### src/rtl/pmac_pkg.sv
// Shared types and helpers for the pipelined multiply-accumulate unit.
// Saturation helpers are only referenced when PMAC_SAT_EN is defined.
package pmac_pkg;

    localparam int PMAC_MAX_ACC_W = 64;

    typedef struct packed {
        logic valid;
        logic sgn;
        logic first;
        logic last;
    } stage_ctrl_t;

    function automatic logic [PMAC_MAX_ACC_W-1:0] sat_max(input logic sgn, input int w);
        logic [PMAC_MAX_ACC_W-1:0] r;
        r = '0;
        for (int i = 0; i < PMAC_MAX_ACC_W; i++) begin
            if (i < w - 1) begin
                r[i] = 1'b1;
            end else if ((i == w - 1) && !sgn) begin
                r[i] = 1'b1;
            end else begin
                r[i] = 1'b0;
            end
        end
        return r;
    endfunction

    function automatic logic [PMAC_MAX_ACC_W-1:0] sat_min(input logic sgn, input int w);
        logic [PMAC_MAX_ACC_W-1:0] r;
        r = '0;
        for (int i = 0; i < PMAC_MAX_ACC_W; i++) begin
            if (sgn && (i == w - 1)) begin
                r[i] = 1'b1;
            end else begin
                r[i] = 1'b0;
            end
        end
        return r;
    endfunction

endpackage

### src/rtl/mac_pipe_reg.sv
// One stall-able pipeline register carrying a product and its beat control.
module mac_pipe_reg
    import pmac_pkg::*;
#(
    parameter int W = 16
) (
    input  logic        clk,
    input  logic        rst_n,
    input  logic        i_en,
    input  stage_ctrl_t i_ctrl,
    input  logic [W-1:0] i_data,
    output stage_ctrl_t o_ctrl,
    output logic [W-1:0] o_data
);

    stage_ctrl_t  r_ctrl;
    logic [W-1:0] r_data;

    // Stage register: advances only when the whole pipe advances.
    always_ff @(posedge clk or negedge rst_n) begin
        if (!rst_n) begin
            r_ctrl <= '0;
            r_data <= '0;
        end else if (i_en) begin
            r_ctrl <= i_ctrl;
            r_data <= i_data;
        end else begin
            r_ctrl <= r_ctrl;
            r_data <= r_data;
        end
    end

    assign o_ctrl = r_ctrl;
    assign o_data = r_data;

endmodule

### src/rtl/pipelined_mac.sv
// Pipelined multiply-accumulate with first/last framing and valid/ready handshakes.
// Optional saturation and overflow flag enabled by defining PMAC_SAT_EN.
module pipelined_mac
    import pmac_pkg::*;
#(
    parameter int A_WIDTH     = 8,
    parameter int B_WIDTH     = 8,
    parameter int ACC_WIDTH   = 24,
    parameter int PIPE_STAGES = 2
) (
    input  logic                 clk,
    input  logic                 rst_n,
    input  logic                 in_valid,
    output logic                 in_ready,
    input  logic [A_WIDTH-1:0]   in_a,
    input  logic [B_WIDTH-1:0]   in_b,
    input  logic                 in_signed,
    input  logic                 in_first,
    input  logic                 in_last,
    output logic                 out_valid,
    input  logic                 out_ready,
    output logic [ACC_WIDTH-1:0] out_acc,
    output logic                 out_ovf
);

    localparam int PW = A_WIDTH + B_WIDTH;

    logic                 w_adv;
    logic [PW-1:0]        w_prod_u;
    logic [PW-1:0]        w_prod_s;
    stage_ctrl_t          w_ctrl [0:PIPE_STAGES];
    logic [PW-1:0]        w_data [0:PIPE_STAGES];
    stage_ctrl_t          w_tail;
    logic [ACC_WIDTH-1:0] w_ext;
    logic [ACC_WIDTH-1:0] w_base;
    logic [ACC_WIDTH-1:0] w_acc_next;
    logic                 w_ovf_next;

    logic [ACC_WIDTH-1:0] r_acc;
    logic                 r_ovf;
    logic                 r_out_valid;
    logic [ACC_WIDTH-1:0] r_out_acc;
    logic                 r_out_ovf;

    // A full output register blocks the whole pipe until it is taken.
    assign w_adv    = ~r_out_valid | out_ready;
    assign in_ready = w_adv;

    assign w_prod_u = {{B_WIDTH{1'b0}}, in_a} * {{A_WIDTH{1'b0}}, in_b};
    assign w_prod_s = $signed({{B_WIDTH{in_a[A_WIDTH-1]}}, in_a})
                    * $signed({{A_WIDTH{in_b[B_WIDTH-1]}}, in_b});

    assign w_ctrl[0] = {in_valid, in_signed, in_first, in_last};
    assign w_data[0] = in_signed ? w_prod_s : w_prod_u;

    genvar g;
    generate
        for (g = 0; g < PIPE_STAGES; g++) begin : g_pipe
            mac_pipe_reg #(.W(PW)) u_stage (
                .clk    (clk),
                .rst_n  (rst_n),
                .i_en   (w_adv),
                .i_ctrl (w_ctrl[g]),
                .i_data (w_data[g]),
                .o_ctrl (w_ctrl[g+1]),
                .o_data (w_data[g+1])
            );
        end
        if (ACC_WIDTH > PW) begin : g_ext
            assign w_ext = {{(ACC_WIDTH-PW){w_tail.sgn & w_data[PIPE_STAGES][PW-1]}},
                            w_data[PIPE_STAGES]};
        end else begin : g_noext
            assign w_ext = w_data[PIPE_STAGES];
        end
    endgenerate

    assign w_tail = w_ctrl[PIPE_STAGES];
    assign w_base = w_tail.first ? {ACC_WIDTH{1'b0}} : r_acc;

`ifdef PMAC_SAT_EN
    logic [ACC_WIDTH:0]          w_sum;
    logic                        w_ovf_now;
    logic [PMAC_MAX_ACC_W-1:0]   w_max;
    logic [PMAC_MAX_ACC_W-1:0]   w_min;

    // Saturating add: clamp towards the side the base value was on.
    always_comb begin
        w_sum     = {1'b0, w_base} + {1'b0, w_ext};
        w_max     = sat_max(w_tail.sgn, ACC_WIDTH);
        w_min     = sat_min(w_tail.sgn, ACC_WIDTH);
        w_ovf_now = 1'b0;
        if (w_tail.sgn) begin
            w_ovf_now = (w_base[ACC_WIDTH-1] == w_ext[ACC_WIDTH-1])
                      && (w_sum[ACC_WIDTH-1] != w_base[ACC_WIDTH-1]);
        end else begin
            w_ovf_now = w_sum[ACC_WIDTH];
        end
        if (w_ovf_now) begin
            w_acc_next = (w_tail.sgn && w_base[ACC_WIDTH-1]) ? w_min[ACC_WIDTH-1:0]
                                                             : w_max[ACC_WIDTH-1:0];
        end else begin
            w_acc_next = w_sum[ACC_WIDTH-1:0];
        end
        w_ovf_next = (w_tail.first ? 1'b0 : r_ovf) | w_ovf_now;
    end
`else
    // Wrap-around accumulation; no overflow tracking.
    always_comb begin
        w_acc_next = w_base + w_ext;
        w_ovf_next = 1'b0;
    end
`endif

    // Accumulator: consumes one valid beat per advancing cycle.
    always_ff @(posedge clk or negedge rst_n) begin
        if (!rst_n) begin
            r_acc <= '0;
            r_ovf <= 1'b0;
        end else if (w_adv && w_tail.valid) begin
            r_acc <= w_acc_next;
            r_ovf <= w_ovf_next;
        end else begin
            r_acc <= r_acc;
            r_ovf <= r_ovf;
        end
    end

    // Result register: loaded alongside the accumulator on a last beat.
    always_ff @(posedge clk or negedge rst_n) begin
        if (!rst_n) begin
            r_out_valid <= 1'b0;
            r_out_acc   <= '0;
            r_out_ovf   <= 1'b0;
        end else if (w_adv) begin
            if (w_tail.valid && w_tail.last) begin
                r_out_valid <= 1'b1;
                r_out_acc   <= w_acc_next;
                r_out_ovf   <= w_ovf_next;
            end else begin
                r_out_valid <= 1'b0;
                r_out_acc   <= r_out_acc;
                r_out_ovf   <= r_out_ovf;
            end
        end else begin
            r_out_valid <= r_out_valid;
            r_out_acc   <= r_out_acc;
            r_out_ovf   <= r_out_ovf;
        end
    end

    assign out_valid = r_out_valid;
    assign out_acc   = r_out_acc;
    assign out_ovf   = r_out_ovf;

endmodule
### config.mk
export PLATFORM = sky130hd
export DESIGN_NAME = pipelined_mac
export DESIGN_NICKNAME = d
export VERILOG_FILES = /design/src/rtl/pmac_pkg.sv /design/src/rtl/mac_pipe_reg.sv /design/src/rtl/pipelined_mac.sv
export SDC_FILE = /design/constraint.sdc
export NUM_CORES = 1
export LEC_CHECK = 0
export CAP_MARGIN = 0
export CORE_MARGIN = 5
export CORE_UTILIZATION = 31
export DETAILED_ROUTE_END_ITERATION = 10
export GPL_ROUTABILITY_DRIVEN = 0
export PLACE_DENSITY_LB_ADDON = 0.2
export SETUP_SLACK_MARGIN = 0.4
export SYNTH_ARGS = -nofsm -noshare
export SYNTH_HDL_FRONTEND = slang
export SYNTH_SLANG_ARGS = --single-unit
### constraint.sdc
create_clock -name clk -period 2.8 [get_ports clk]
set_input_delay 0.56 -clock clk [delete_from_list [all_inputs] [get_ports clk]]
set_output_delay 0.56 -clock clk [all_outputs]
set_load 0.01 [all_outputs]
==> results.txt, run 1 <==
status: complete, but fails checks
failing checks: setup timing
ys flop type: dfrtp_1
Starting Density: 31.4%
First DRT Iteration DRCs: 213
leakage power: 5.98 nW
worst-margin pin slew: 0.586 ns
Critical path origin: in_a[2]
Comb power frac: 74.7%
worst-path cell chain: buf_8 -> buf_6 -> buf_6 -> and2_4 -> fa_2 -> fa_1 -> ha_1 -> inv_2 -> fa_1 -> inv_2 -> ha_4 -> a211o_1 -> a2111oi_4 -> o31ai_2 -> buf_4 -> buf_4 -> xnor2_1 -> or3_1 -> o211ai_1
Synth async-reset ratio: 100%
CTS Buf Count: 9
drt total wl: 21.2 mm
unrepaired setup endpoints after global routing: true
Synth Warn #: 0
FMAX: 0.234 GHz
num rows: 61
reg2reg start: g_pipe[1].u_stage.o_ctrl[1]
Worst Hold Slack: 0.217 ns
Switching Share: 40.9%
fin cells: 1,527
placed cells: 1,453
Cell Area, Synth: 0.00872 mm^2
antenna cells: 0
Root Buffer: clkbuf_16
H-tree Lvls: 3
total core area: 0.0278 mm^2
initial antenna violation count: 0
clock transition at the registers of the reported paths: 0.06 ns
final setup fails: 12
Critical Path Fanout Max: 4
Switching Power: 5.67 mW
Post-synth EDFFs: 0
Max Slew Vio Count: 0
first-pass detailed-route iteration total: 4
WP data required: 3.06 ns
worst skew pair latency: 0.34 ns
Clock Power Share: 9.1%
critical path's largest stage delay: 0.51 ns
#FFs+latches synth: 89
Hold Violations, Final: 0
final worst slack: -1.47 ns
die width: 178 um
Die ar.: 0.0316 mm^2
cts hold-fix bufs: 0
R2R Setup Slk: 0.07 ns
Cells after Synth: 938
Crit. End Element: flip-flop
die height: 178 um
worst setup path endpoint: g_pipe[0].u_stage.o_data[12]
Post-Syn Nets: 1,128
pwr/cell area: 1110 mW/mm^2
most frequent cells in the layout: buf_4 (136), inv_1 (121), nand2_1 (118)
skew final: 0.00685 ns
peak supply drop: 0.474 mV
setup TNS: -14.05 ns
gr ovfl total: 0
CTS sink cnt: 89
first-pass GRT wire length: 35.3 mm
port bufs: 48
largest net degree at the start of global routing: 49
Netlist cell types: 57
Worst setup SP type: input pin
reg2reg end: r_acc[22]
WL/cell: 13.9 um
Layout area overhead: 43.1%
CTS tree: yes
vias in the first global route: 7,176
DR vias: 6,780
layout cells sized above 1: 38.8%
FF-to-FF path depth: 10
number of max-cap violations: 0
worst min path class: in2async
WP buf/inv: 7
WP depth: 19
slowest CP cell: fa_1
Clock Path Buffers: 2
Max-slew headroom: 60.9%
syn avg cell area: 9.30 um^2
vias per cell: 4.44
IO Count: 50
dpl hpwl: 16.0 mm
sequential fraction of the synthesis area: 25.5%
Worst EP arrival: 4.53 ns
post-route ant nets: 0
Nets: 1,334
most common cell after layout, fill and taps aside: buf_4
Power Internal: 8.19 mW
# DRC: 0
minimum clock period: 4.27 ns
Overall Global Routing Usage: 13.5%
Flop pwr share: 16.2%
CP delay by family, top: adder cells
kind of critical path: in2reg
period utilization: 152%
==> synthesized netlist by cell type, drive strengths merged, types with 4 or more instances <==
cell    instances  area (um^2)
fa             86         1720
nand2b          6         37.5
nor2           35          131
xnor2          32          280
a31oi           5         31.3
and2           40          250
nor2b          29          189
a21oi          39          199
and3            4         25.0
dfrtp          89         2230
nand2         137          514
o211ai          6         45.0
o21bai          6         45.0
inv           157          589
o21ai          38          190
o21a            9         67.6
mux2i           4         40.0
buf             5         25.0
xor2           14          123
a211oi          4         35.0
a21o           11         82.6
mux2           40          450
ha             81         1010
clkbuf         20         75.1
nand3           8         40.0
==> final cells by class <==
| class | instances | area, um^2 |
|---|---|---|
| fillers | 2706 | 15300 |
| multi-input cells | 666 | 6950 |
| flip-flops and latches | 89 | 2230 |
| repair buffers | 220 | 1920 |
| inverters | 158 | 598 |
| well taps | 378 | 473 |
| clock buffers | 10 | 229 |
| clock inverters | 6 | 82.6 |
==> cell families after synthesis <==
logic type	Yosys count	synth area share (%)
buf+inv	183	7.94
mux	44	5.62
xor+xnor	46	4.62
fa+ha+maj	167	31.3
other cells	1	0.0430
compound gates	138	10.5
flops	89	25.5
simple gates	270	14.4
==> worst reg2reg max path, stage by stage (launching register included) <==
cell and delay [ns]:
dfrtp_2 0.47, buf_6 0.16, nor2b_1 0.12, ha_2 0.32, a21o_1 0.19, a21oi_2 0.19, o21ai_2 0.10, a221oi_4 0.41
o211ai_1 0.17, xor2_1 0.20, mux2_4 0.28
==> routing by layer <==
metal	part of all wire, %	track usage [%]	up-vias
li1	-	-	3408
met1	48	18.3	3289
met2	49	23.8	66
met3	1.7	1.36	17
met4	1.1	2.32	0
met5	0	0	-
==> metrics by stage <==
step	util (%)	power (mW)	setup WS, ns	cell area [um^2]
detailed placement	38.6	10.1	-2.34	10700
CTS	42.7	12.7	-1.54	11900
global placement	38.6	10.1	-2.35	10700
floorplan	-	7.66	-1.63	9090
finish	44.9	13.9	-1.47	12500
global route	44.9	15.1	-1.63	12500
==> power by group through the flow <==
stage	registers, mW	clock network [mW]	logic [mW]
floorplan	2.24	0	5.43
global placement	2.23	0	7.87
detailed placement	2.23	0	7.89
CTS	2.23	1.30	9.18
global route	2.32	1.35	11.4
finish	2.24	1.26	10.4
==> registers in the layout (all words and copies together), names as in the netlist <==
signal	cells
g_pipe.u_stage.o_ctrl	8
out_acc	24
r_acc	24
out_valid	1
g_pipe.u_stage.o_data	32
==> worst min path at each step <==
stage	from	end	slack, ns	depth (start not counted)
5_1_grt	rst_n	out_acc[0]	0.27	1
6_report	rst_n	out_acc[0]	0.22	1
4_1_cts	rst_n	r_acc[6]	0.24	1
3_5_place_dp	g_pipe[0].u_stage.o_data[10]	g_pipe[1].u_stage.o_data[10]	0.46	2
2_1_floorplan	rst_n	g_pipe[0].u_stage.o_ctrl[0]	0.26	0
3_3_place_gp	g_pipe[0].u_stage.o_data[12]	g_pipe[1].u_stage.o_data[12]	0.45	2
==> timing repair <==
action	CTS	global route
cloned	1	0
setup buffers	37	20
pin swaps	107	105
resized for setup	208	124
setup endpoints to repair	40	48
No activity file was read; power rests on OpenSTA's default activity.
==> run 2, diff against run 1 <==
==> constraint.sdc (replaced) <==
create_clock -name clk -period 2.8 [get_ports clk]
set_input_delay 0.42 -clock clk [delete_from_list [all_inputs] [get_ports clk]]
set_output_delay 0.42 -clock clk [all_outputs]
set_load 0.01 [all_outputs]
==> results.txt, run 2 (synthesis results as in run 1) <==
status: complete, but fails checks
failing checks: setup timing
worst skew pair latency: 0.34 ns (about the same)
Max-slew headroom: 51.2% (-9.8 points)
Root Buffer: clkbuf_16
vias per cell: 4.40 (-0.85%)
R2R Setup Slk: 0 ns (-0.07 ns)
most frequent cells in the layout: buf_4 (135), inv_1 (133), nand2_1 (125)
Hold Violations, Final: 0 (unchanged)
CTS Buf Count: 9 (unchanged)
CTS sink cnt: 89 (unchanged)
FF-to-FF path depth: 13 (+3)
Critical Path Fanout Max: 4 (unchanged)
final worst slack: -1.28 ns (+0.191 ns)
kind of critical path: in2reg
Flop pwr share: 16.2% (about the same)
initial antenna violation count: 1 (+1)
CTS tree: yes
antenna cells: 0 (unchanged)
Worst EP arrival: 4.31 ns (-0.22 ns)
port bufs: 48 (unchanged)
FMAX: 0.245 GHz (+4.7%)
Power Internal: 8.20 mW (+0.10%)
worst min path class: in2async
peak supply drop: 0.452 mV (-4.5%)
dpl hpwl: 16.0 mm (about the same)
WP data required: 3.03 ns (-0.03 ns)
IO Count: 50 (unchanged)
reg2reg start: g_pipe[1].u_stage.o_ctrl[1]
layout cells sized above 1: 38.3% (-0.50 points)
die width: 178 um (unchanged)
Comb power frac: 75.3% (+0.6 points)
Max Slew Vio Count: 0 (unchanged)
First DRT Iteration DRCs: 233 (+9.4%)
total core area: 0.0278 mm^2 (unchanged)
post-route ant nets: 0 (unchanged)
Clock Path Buffers: 2 (unchanged)
Switching Power: 5.68 mW (+0.10%)
Die ar.: 0.0316 mm^2 (unchanged)
Nets: 1,329 (-0.37%)
fill count: 2,737 (+1.1%)
max reg flops: 32 (unchanged)
Clock Power Share: 8.5% (-0.6 points)
clock transition at the registers of the reported paths: 0.06 ns (about the same)
leakage power: 6.00 nW (+0.28%)
first-pass GRT wire length: 34.4 mm (-2.7%)
reg2reg end: out_acc[16]
H-tree Lvls: 3 (unchanged)
Starting Density: 31.4% (unchanged)
Crit. End Element: flip-flop
period utilization: 146% (-6.8 points)
FF+latch area: 0.00223 mm^2 (unchanged)
skew final: 0.00678 ns (-0.0000737 ns)
unrepaired setup endpoints after global routing: true
vias in the first global route: 7,027 (-2.1%)
num rows: 61 (unchanged)
WL/cell: 13.7 um (-1.3%)
# DRC: 0 (unchanged)
DR vias: 6,696 (-1.2%)
fin cells: 1,521 (-0.39%)
cts hold-fix bufs: 0 (unchanged)
number of max-cap violations: 0 (unchanged)
Multi-input gate area: 0.00703 mm^2 (+1.2%)
worst-margin pin slew: 0.730 ns (+0.144 ns)
most common cell after layout, fill and taps aside: buf_4
gr ovfl total: 0 (unchanged)
Worst setup SP type: input pin
Layout area overhead: 43.4%
pwr/cell area: 1110 mW/mm^2 (-0.12%)
largest net degree at the start of global routing: 52 (+6.1%)
minimum clock period: 4.08 ns (-0.191 ns)
die height: 178 um (unchanged)
placed cells: 1,450 (-0.21%)
final setup fails: 12 (unchanged)
drt total wl: 20.9 mm (-1.7%)
Finished Core Util: 45.0% (+0.099 points)
first-pass detailed-route iteration total: 6 (+2)
Overall Global Routing Usage: 13.2% (-0.27 points)
Switching Share: 40.9% (about the same)
[run 2: changes by cell type in the layout (fill, tap and decap cells not counted), moves of 4 or more]
| cell | before | now |
|---|---|---|
| buf_6 | 39 | 33 |
| inv_1 | 121 | 133 |
| inv_2 | 36 | 24 |
| mux2_2 | 16 | 12 |
| mux2_4 | 24 | 28 |
| nand2_1 | 118 | 125 |
| nand2_4 | 7 | 3 |
| nor2b_1 | 18 | 13 |
| nor2b_4 | 5 | 9 |
[run 2: layer usage]
layer  track usage (%)  vias to the layer above  share of wire (%)
met5                 0                        -              0.096
met4              3.03                        2                1.2
met3              1.81                       21                2.3
met2              23.0                       60                 49
met1              17.5                     3221                 47
li1                  -                     3392                  -
[run 2: critical path, cell delays in order]
cell and delay [ns]:
buf_8 0.10, buf_6 0.12, nand2_4 0.06, inv_2 0.04, fa_1 0.52, inv_1 0.05, fa_1 0.50, inv_1 0.05
fa_1 0.47, inv_1 0.05, fa_1 0.49, inv_2 0.05, ha_4 0.27, o21a_1 0.11, o31a_1 0.18, o221ai_2 0.14
a21oi_2 0.16, xor2_1 0.09, or3_1 0.34, o221a_2 0.12
[run 2: cell type report]
| cell class | instances | area share (%) |
|---|---|---|
| tap | 378 | 3.78 |
| sequential | 89 | 17.8 |
| timing repair buffer | 215 | 15.1 |
| clock buffer | 10 | 1.83 |
| clock inverter | 5 | 0.460 |
| multi-input combinational | 666 | 56.2 |
| inverter | 158 | 4.78 |
[run 2: what timing repair did]
action | CTS | global route
endpoints found under the setup margin | 47 | 47
cloned | 1 | 0
gates resized for setup | 205 | 132
pin swaps | 95 | 98
buffers inserted | 29 | 26
[run 2: worst max-delay path by stage]
stage,start,end,slack (ns),cells past startpoint
floorplan,in_b[7],g_pipe[0].u_stage.o_data[14],-1.49,18
global placement,in_a[7],g_pipe[0].u_stage.o_data[14],-2.23,16
detailed placement,in_a[7],g_pipe[0].u_stage.o_data[14],-2.29,16
CTS,in_b[2],g_pipe[0].u_stage.o_data[14],-1.33,17
global route,in_a[2],g_pipe[0].u_stage.o_data[13],-1.39,20
finish,in_a[2],g_pipe[0].u_stage.o_data[13],-1.28,20
[run 2: through the flow]
stage	cell area, um^2	hold slack, ns	TNS (ns)	power, mW	setup WS [ns]
2_1_floorplan	9040	0.124	-11.92	7.65	-1.49
3_3_place_gp	10700	0.451	-23.08	10.0	-2.23
3_5_place_dp	10700	0.456	-23.49	10.1	-2.29
4_1_cts	11700	0.122	-12.75	12.6	-1.33
5_1_grt	12500	0.159	-14.32	15.1	-1.39
6_report	12500	0.101	-12.15	13.9	-1.28
[run 2: power groups by stage]
stage | Sequential [mW] | Clock (mW) | Combinational, mW
2_1_floorplan | 2.24 | 0 | 5.41
3_3_place_gp | 2.23 | 0 | 7.78
3_5_place_dp | 2.24 | 0 | 7.84
4_1_cts | 2.23 | 1.20 | 9.14
5_1_grt | 2.33 | 1.27 | 11.6
6_report | 2.25 | 1.18 | 10.4
==> run 3, diff against run 2 <==
CTS_BUF_LIST = sky130_fd_sc_hd__clkbuf_2 sky130_fd_sc_hd__clkbuf_4 sky130_fd_sc_hd__clkbuf_8   (was unset)
==> results.txt, run 3 (synthesis results as in run 1) <==
num rows: 61 (unchanged)
Layout area overhead: 43.4% (about the same)
CTS sink cnt: 89 (unchanged)
FF-to-FF path depth: 13 (unchanged)
die width: 178 um (unchanged)
R2R Setup Slk: -0.01 ns (about the same)
# DRC: 0 (unchanged)
initial antenna violation count: 1 (unchanged)
WL/cell: 13.8 um (+0.50%)
Max Slew Vio Count: 0 (unchanged)
leakage power: 6.01 nW (+0.20%)
worst-margin pin slew: 0.740 ns (+0.00969 ns)
gr ovfl total: 0 (unchanged)
worst min path class: in2async
vias in the first global route: 7,008 (-0.27%)
final worst slack: -1.22 ns (+0.0579 ns)
Starting Density: 31.4% (unchanged)
minimum clock period: 4.02 ns (-0.0579 ns)
first-pass GRT wire length: 34.4 mm (+0.18%)
most frequent cells in the layout: buf_4 (140), inv_1 (132), nand2_1 (122)
Critical path origin: in_b[2]
pwr/cell area: 1110 mW/mm^2 (-0.22%)
First DRT Iteration DRCs: 215 (-7.7%)
clock transition at the registers of the reported paths: 0.08 ns (+0.02 ns)
Worst Hold Slack: 0.0750 ns (-0.0255 ns)
unrepaired setup endpoints after global routing: true
Worst setup SP type: input pin
peak supply drop: 0.440 mV (-2.7%)
reg2reg start: g_pipe[1].u_stage.o_ctrl[1]
FMAX: 0.249 GHz (+1.4%)
Pwr Total: 13.8 mW (-0.21%)
Critical Path Fanout Max: 4 (unchanged)
Hold Violations, Final: 0 (unchanged)
die height: 178 um (unchanged)
total core area: 0.0278 mm^2 (unchanged)
Finished Core Util: 45.0% (about the same)
period utilization: 144% (-2.1 points)
largest net degree at the start of global routing: 52 (unchanged)
Nets: 1,334 (+0.38%)
Max-slew headroom: 50.5% (-0.65 points)
most common cell after layout, fill and taps aside: buf_4
status: complete, but fails checks
DR vias: 6,719 (+0.34%)
CTS tree: yes
dpl cell area: 0.0107 mm^2 (unchanged)
CTS Buf Count: 9 (unchanged)
dpl hpwl: 16.0 mm (unchanged)
IO Count: 50 (unchanged)
WP data required: 3.08 ns (+0.05 ns)
H-tree Lvls: 3 (unchanged)
port bufs: 48 (unchanged)
kind of critical path: in2reg
Die ar.: 0.0316 mm^2 (unchanged)
Crit. End Element: flip-flop
Finished Cell Area: 0.0125 mm^2 (about the same)
Clock Path Buffers: 2 (unchanged)
cts hold-fix bufs: 0 (unchanged)
number of max-cap violations: 0 (unchanged)
antenna cells: 0 (unchanged)
Worst EP arrival: 4.30 ns (about the same)
Root Buffer: clkbuf_8
worst skew pair latency: 0.36 ns (+0.02 ns)
vias per cell: 4.40 (about the same)
skew final: 0.00881 ns (+0.00204 ns)
drt total wl: 21.0 mm (+0.83%)
layout cells sized above 1: 39.0% (+0.70 points)
post-route ant nets: 0 (unchanged)
final setup fails: 14 (+2)
Overall Global Routing Usage: 13.2% (-0.023 points)
max reg flops: 32 (unchanged)
fill count: 2,729 (-0.29%)
failing checks: setup timing
first-pass detailed-route iteration total: 4 (-2)
## run 3: cell types whose count changed in the layout (fill, tap and decap cells not counted), sizes merged
| cell | previous run | this run |
|---|---|---|
| buf | 180 | 184 |
| clkdlybuf4s15 | 2 | 1 |
| clkbuf | 12 | 14 |
## run 3: area by class of cell
cell class | instances | area [um^2] | area share [%]
Timing Repair Buffer | 220 | 1930 | 15.4
Multi-Input combinational cell | 666 | 7090 | 56.7
Sequential cell | 89 | 2230 | 17.8
Clock buffer | 10 | 131 | 1.05
Clock inverter | 5 | 57.6 | 0.460
Inverter | 158 | 598 | 4.78
Tap cell | 378 | 473 | 3.78
## run 3: final timing paths
check,endpoint
max in group asynchronous,r_acc[8]
worst min-delay path,r_acc[1]
worst min register to register,g_pipe[0].u_stage.o_data[0]
worst max register to register,out_acc[16]
min in group clk,g_pipe[0].u_stage.o_data[0]
worst max-delay path,g_pipe[0].u_stage.o_data[12]
## run 3: report_power, final
group | internal, mW | total (mW) | switching [mW]
Clock | 0.418 | 0.866 | 0.449
Sequential | 1.91 | 2.25 | 0.347
Combinational | 5.77 | 10.7 | 4.96
Total | 8.09 | 13.8 | 5.75
## run 3: metal layers
metal | vias up | wire length, um | global-route usage [%] | share of wire, %
li1 | 3402 | - | - | -
met5 | - | 13 | 0 | 0.062
met3 | 21 | 534 | 1.60 | 2.5
met1 | 3220 | 9850 | 17.9 | 47
met2 | 74 | 10400 | 23.0 | 50
met4 | 2 | 199 | 2.29 | 0.95
## run 3: stage by stage
step / setup TNS (ns) / setup slack [ns] / instances
2_1_floorplan: -11.92 / -1.49 / 938
3_3_place_gp: -23.08 / -2.23 / 1450
3_5_place_dp: -23.49 / -2.29 / 1450
4_1_cts: -12.39 / -1.31 / 1495
5_1_grt: -14.12 / -1.35 / 1526
6_report: -11.82 / -1.22 / 1526
## run 3: what timing repair did
item                                   in CTS  in global routing
buffers inserted                           29                 30
resized for setup                         212                132
gates cloned                                1                  1
endpoints found under the hold margin       0                  0
pin swaps                                 100                 91
setup endpoints to repair                  47                 47
## run 3: worst max-delay path: stages
cell	delay, ns
buf_6	0.09
buf_6	0.12
buf_6	0.11
and2_4	0.15
fa_2	0.39
fa_1	0.45
ha_1	0.30
inv_2	0.04
fa_1	0.54
inv_2	0.05
ha_4	0.15
a211o_1	0.27
a2111oi_4	0.42
o31ai_2	0.13
buf_4	0.15
xnor2_2	0.12
or3_1	0.30
o211ai_1	0.09
